$ cat src/rtl/imul_pkg.sv
// Shared definitions for the integer-multiplier dot-product accumulator.
package imul_pkg;

    localparam int unsigned P_NBITS     = 32;
    localparam int unsigned P_LEN_NBITS = 8;

    typedef enum logic [1:0] {
        IDLE  = 2'd0,
        ACCUM = 2'd1,
        DONE  = 2'd2
    } state_t;

endpackage

$ cat src/rtl/imul_dot_accum_dpath.sv
// Datapath: clearable/enabled sum register with adder, loadable down-counter.
module imul_dot_accum_dpath #(
    parameter int unsigned p_nbits     = 32,
    parameter int unsigned p_len_nbits = 8
) (
    input  logic                   clk,
    input  logic                   reset,
    input  logic                   sum_clr,
    input  logic                   sum_en,
    input  logic                   cnt_load,
    input  logic                   cnt_dec,
    input  logic [p_len_nbits-1:0] cfg_len,
    input  logic [p_nbits-1:0]     istream_msg,
    output logic [p_nbits-1:0]     sum,
    output logic                   count_is_one,
    output logic                   count_is_zero
);

    logic [p_nbits-1:0]     sum_next;
    logic [p_len_nbits-1:0] count;
    logic [p_len_nbits-1:0] count_next;

    // Carry out of the adder is dropped: the sum wraps modulo 2^p_nbits.
    always_comb begin
        sum_next = sum_clr ? '0 : (sum + istream_msg);
    end

    always_comb begin
        count_next = cnt_load ? cfg_len : (count - p_len_nbits'(1));
    end

    always_ff @(posedge clk) begin
        if (reset) begin
            sum <= '0;
        end else if (sum_clr || sum_en) begin
            sum <= sum_next;
        end
    end

    always_ff @(posedge clk) begin
        if (reset) begin
            count <= '0;
        end else if (cnt_load || cnt_dec) begin
            count <= count_next;
        end
    end

    assign count_is_one  = (count == p_len_nbits'(1));
    assign count_is_zero = (count == '0);

endmodule

$ cat src/rtl/imul_dot_accum.sv
// Accumulates a configured number of multiplier products into one dot-product sum.
module imul_dot_accum
    import imul_pkg::*;
#(
    parameter int unsigned p_nbits     = P_NBITS,
    parameter int unsigned p_len_nbits = P_LEN_NBITS
) (
    input  logic                   clk,
    input  logic                   reset,
    input  logic                   cfg_val,
    output logic                   cfg_rdy,
    input  logic [p_len_nbits-1:0] cfg_len,
    input  logic                   istream_val,
    output logic                   istream_rdy,
    input  logic [p_nbits-1:0]     istream_msg,
    output logic                   ostream_val,
    input  logic                   ostream_rdy,
    output logic [p_nbits-1:0]     ostream_msg,
    output logic                   busy
);

    state_t state;
    state_t state_next;

    logic sum_clr;
    logic sum_en;
    logic cnt_load;
    logic cnt_dec;
    logic count_is_one;
    logic count_is_zero;

    imul_dot_accum_dpath #(
        .p_nbits     (p_nbits),
        .p_len_nbits (p_len_nbits)
    ) u_dpath (
        .clk           (clk),
        .reset         (reset),
        .sum_clr       (sum_clr),
        .sum_en        (sum_en),
        .cnt_load      (cnt_load),
        .cnt_dec       (cnt_dec),
        .cfg_len       (cfg_len),
        .istream_msg   (istream_msg),
        .sum           (ostream_msg),
        .count_is_one  (count_is_one),
        .count_is_zero (count_is_zero)
    );

    always_ff @(posedge clk) begin
        if (reset) begin
            state <= IDLE;
        end else begin
            state <= state_next;
        end
    end

    // Ready signals depend only on state, never on the same port's valid.
    always_comb begin
        state_next  = state;
        cfg_rdy     = 1'b0;
        istream_rdy = 1'b0;
        ostream_val = 1'b0;
        sum_clr     = 1'b0;
        sum_en      = 1'b0;
        cnt_load    = 1'b0;
        cnt_dec     = 1'b0;
        case (state)
            IDLE: begin
                cfg_rdy = 1'b1;
                if (cfg_val) begin
                    sum_clr    = 1'b1;
                    cnt_load   = 1'b1;
                    state_next = (cfg_len != '0) ? ACCUM : DONE;
                end
            end
            ACCUM: begin
                istream_rdy = 1'b1;
                if (count_is_zero) begin
                    // Unreachable in normal operation; avoids a stuck accumulate.
                    istream_rdy = 1'b0;
                    state_next  = DONE;
                end else if (istream_val) begin
                    sum_en  = 1'b1;
                    cnt_dec = 1'b1;
                    if (count_is_one) begin
                        state_next = DONE;
                    end
                end
            end
            DONE: begin
                ostream_val = 1'b1;
                if (ostream_rdy) begin
                    state_next = IDLE;
                end
            end
            default: state_next = IDLE;
        endcase
    end

    assign busy = (state == ACCUM) || (state == DONE);

endmodule

$ cat config.mk
export PLATFORM = sky130hd
export DESIGN_NAME = imul_dot_accum
export DESIGN_NICKNAME = d
export VERILOG_FILES = /design/src/rtl/imul_pkg.sv /design/src/rtl/imul_dot_accum_dpath.sv /design/src/rtl/imul_dot_accum.sv
export SDC_FILE = /design/constraint.sdc
export NUM_CORES = 1
export LEC_CHECK = 0
export BUFFER_PORTS_ARGS = -buffer_cell sky130_fd_sc_hd__buf_4
export CAP_MARGIN = 15
export CORE_AREA = 2 2 108 89
export CTS_CLUSTER_SIZE = 16
export DETAILED_ROUTE_END_ITERATION = 8
export DIE_AREA = 0 0 110 91
export GPL_ROUTABILITY_DRIVEN = 0
export SYNTH_ARGS = -nofsm -noshare
export SYNTH_HDL_FRONTEND = slang
export SYNTH_SLANG_ARGS = --single-unit
export TNS_END_PERCENT = 30
$ cat constraint.sdc
create_clock -name clk -period 3.22 [get_ports clk]
set_input_delay 0.322 -clock clk [delete_from_list [all_inputs] [get_ports clk]]
set_output_delay 0.322 -clock clk [all_outputs]
set_load 0.01 [all_outputs]
# Word-level counts from Yosys, hierarchy flattened

Cells that the tools add are included.
W data, S select, Z words.

Bits in registers: 42
Latch bits: 0
RAM bits: 0
Bits in read-only memories: 0
Output and inout port bits: 36
Logic and storage cells: 36
Memories: 0

Add/subtract/negate cells: 2
Multiply operators: 0
Div/mod/pow operators: 0
Order comparisons: 0
Equality and inequality tests: 7
Shift operators: 0
Muxes and demuxes: 18
Bitwise logic cells: 0
Reductions and logical operators: 6

Operators by type and width:

| operator              | count |
|---|---|
| $add A32 B32 Y32      | 1 |
| $mux W32              | 1 |
| $mux W2               | 6 |
| $mux W1               | 9 |
| $eq A8 B1 Y1 const B  | 1 |
| $logic_not A8 Y1      | 1 |
| $mux W8               | 1 |
| $reduce_bool A8 Y1    | 1 |
| $sub A8 B1 Y8 const B | 1 |
| $ne A3 B3 Y1 const B  | 2 |
| $pmux W2 S3           | 1 |
| $ne A2 B2 Y1 const B  | 2 |
| $reduce_and A4 Y1     | 1 |
| $eq A2 B1 Y1 const B  | 1 |
| $eq A2 B2 Y1 const B  | 1 |
| $logic_not A2 Y1      | 1 |
| $logic_or A1 B1 Y1    | 2 |

# Longest topological paths before layout

Depth after elaboration: 5
Gate-level depth with buffers: 10

# By module

From an unflattened synthesis, not the netlist that was laid out.

Cells, all modules: 426
Area total of the unflattened synthesis: 3498.4 um^2

Modules (own cells, without submodules):

| module               | instances | cells each | area an instance (um^2) | sequential area each (um^2) |
|---|---|---|---|---|
| imul_dot_accum_dpath | 1         | 403        | 3268.1                  | 800.8 |
| imul_dot_accum       | 1         | 23         | 230.2                   | 40.0 |

# Worst setup path after synthesis

Ideal clock, no wire load.

Path type: register -> register
From: register u_dpath.sum[0]
To: register u_dpath.sum[28]
Arrival time: 2439 ps
Data required time: 3093 ps
Path slack: 654 ps
Cell stages (with the launch flop): 10
Buffers on the path: 0
Path through: dfxtp_1 ha_1 fa_1 a21oi_1 o21ai_1 a211oi_1 o21ai_1 a211oi_2 a2111oi_0 or3_1

Cells in the longest elaborated chain, start to end: 2

Ends and longest elaborated chain:

| element                | line                       | RTL |
|---|---|---|
| start, declared        | imul_dot_accum_dpath.sv:14 | `output logic [p_nbits-1:0] sum,` |
| start signal, assigned | imul_dot_accum_dpath.sv:36 | `sum <= sum_next;` |
| $add A32 B32 Y32       | imul_dot_accum_dpath.sv:25 | `sum_next = sum_clr ? '0 : (sum + istream_msg);` |
| $mux W32               | imul_dot_accum_dpath.sv:25 |  |

Every way passes these cells.
A chain may end at the register's enable or synchronous reset.

# Final worst setup path

Ends and elaborated chain as after synthesis.

==> impl_results.md <==
- Fmax: 346 MHz
- Sw frac: 37.3%
- Syn nets: 534
- Top cells by area, synth: dfxtp_1, ha_1, a21oi_1, nand2_1, xnor2_1
- Drt drc: 0
- Core ar.: 8880 um^2
- FFs w/ async S/R, synth: 0%
- Synth warn: 0
- Seq pwr share: 38.0%
- Share of the synthesized area in the top cell type: 24.5%
- Flops & latches, synth: 42
- Synthesized area: 3430 um^2
- Initial antenna violation count: 0
- Antenna Nets Post-Route: 0
- Leading area contributor after synthesis: dfxtp_1
- Synth Instances: 452
- Critical path data arrival time: 3080 ps
- Post-Place Cell Area: 4110 um^2
- Finished Cell Area: 4200 um^2
- Max-slew violation count: 0
- CTS tree: built
- Library cells used by synthesis: 55
- Die Wd: 110 um
- Power Dens Cells: 382 nW/um^2
- Worst slew margin: 61.5%
- Seq/Total Area, Yosys: 24.5%
- # IOs: 81
- Root buf cell: clkbuf_8
- Critical Path Start Type: flip-flop
- Worst Tran Pin Value: 576 ps
- Detailed Routing Iterations Pass 1: 6
- Type of the tightest min-delay check: in2reg
- Worst-path fanout max: 3
- Per-cell routed wire length: 15.8 um
- Final hold vios: 0
- Initial cell density of the core: 38.6%
- Worst Path Class, Setup: reg2reg
- Hold buffers post-CTS: 0
- Layout Utilization: 47.3%
- Largest net degree at the start of global routing: 30
- Row cnt: 31
- VDD IR max: 0.000193 V
- Die Y: 91 um
- Setup bufs post-CTS: 0
- Clk pin slew, worst setup/hold paths: 90 ps
- Final Worst Setup Slack: 328 ps
- Synth Flop Type: dfxtp_1
- Clock power frac: 22.8%
- Final Setup Violations: 0
- Starting DRT DRC Count: 187
- Final TNS setup: 0 ps
- CTS max path bufs: 2
- Via-per-instance ratio: 5.49
- Diodes inserted: 0
- Leading cell types by count after synthesis: nand2_1, a21oi_1, dfxtp_1
- GRT Util Overall: 20.2%
- Detailed placer's ending HPWL: 7780 um
- Mean post-synth cell area: 7.58 um^2
- Global-route wire length before repair: 16200 um
- Clk sinks: 42
- Share of cells above drive strength 1: 20.5%
- Buffers on Ports: 80
- Status: finished, final reports clean
- Req. time, crit path: 3410 ps
- Total power: 1.60 mW
- EDFF count, synth: 0
- GR Overflow Total: 0
- Nets: 602
- Min Tclk post-route: 2890 ps
- Post-CTS sizing: 0
- Psw: 599 uW
- Area growth syn-to-layout: 22.6%
- Top-count cell post-synth: nand2_1
- Pre-CTS setup slack: 213 ps
- H-tree levels: 2
- Worst Skew: 10.0 ps
- Worst Setup End Kind: flip-flop
- Final wirelength: 10100 um
- RSZ-0062 raised after global routing: false
- Final period util: 89.8%
- Num CTS Buffers: 5
- LEAKAGE: 1.83 nW
- Max-capacitance violation count: 0
- Via count: 3489
- Vias in the first global route: 3338
- Clk_lat worst skew: 300 ps
- Die area: 10000 um^2
- Int Power: 1.00 mW
- Comb power frac: 39.1%
path summary, 6_finish.rpt:
path                   from                to  slack [ps]  depth (start not counted)
max reg2reg  u_dpath.sum[0]   u_dpath.sum[28]         330                          9
max          u_dpath.sum[0]   u_dpath.sum[28]         330                          9
min reg2reg  u_dpath.sum[7]    u_dpath.sum[7]         470                          2
min                   reset  u_dpath.count[6]         290                          2
cells by family (layout without fill, tap and decap cells):
family | Yosys count | in the layout | share of synthesized area [%]
xor gates and xnor gates | 29 | 29 | 7.41
AOI/OAI and AO/OA | 145 | 145 | 27.6
adders and majority gates | 37 | 37 | 13.7
buffers and inverters | 37 | 106 | 4.82
and+or+nand+nor | 162 | 162 | 21.9
DFF | 42 | 42 | 24.5
flip-flops by register name (all words and copies together), names as in the netlist:
name           cells
u_dpath.sum       32
u_dpath.count      8
state              2
routing by layer:
| layer | GRT usage, % | wire length (um) | vias up |
|---|---|---|---|
| li1 | - | - | 1783 |
| met1 | 27.9 | 4710 | 1594 |
| met2 | 31.4 | 4570 | 103 |
| met3 | 4.67 | 706 | 9 |
| met4 | 4.85 | 72 | 0 |
| met5 | 0 | 0 | - |
placed cells by master, fill, tap and decap left out, types with 13 or more instances in the layout:
master / n
nor2_1: 30
nand3_1: 20
nand4_1: 13
buf_4: 85
a211oi_1: 13
dfxtp_1: 42
nand2_1: 65
xor2_1: 13
a21oi_1: 52
ha_1: 36
o21ai_0: 22
xnor2_1: 16
power groups by stage:
stage	sequential, mW	clock, mW	combinational (mW)
floorplan	0.621	0	0.405
global placement	0.619	0	0.616
CTS	0.609	0.385	0.628
global route	0.618	0.409	0.701
finish	0.609	0.366	0.628
detailed placement	0.621	0	0.625
through the flow:
stage               instances  hold WS (ps)
finish                    636           289
CTS                       636           284
global route              636           289
floorplan                 452           449
detailed placement        628           464
global placement          628           462
critical path, cell delays in order (launching register included):
cell       delay [ps]
dfxtp_1           340
ha_1              210
fa_1              400
a21oi_1           200
o21ai_1           110
a211oi_1          420
o21ai_1           210
a211oi_2          350
a2111oi_0         170
or3_1             370
cell type report:
type | instances | area [um^2]
Multi-Input combinational cell | 373 | 2420
Timing Repair Buffer | 86 | 658
Inverter | 12 | 45.0
Tap cell | 115 | 144
Clock buffer | 7 | 86.3
Fill cell | 898 | 4680
Sequential cell | 42 | 841
Clock inverter | 1 | 5.00
No activity file was read; power rests on OpenSTA's default activity.
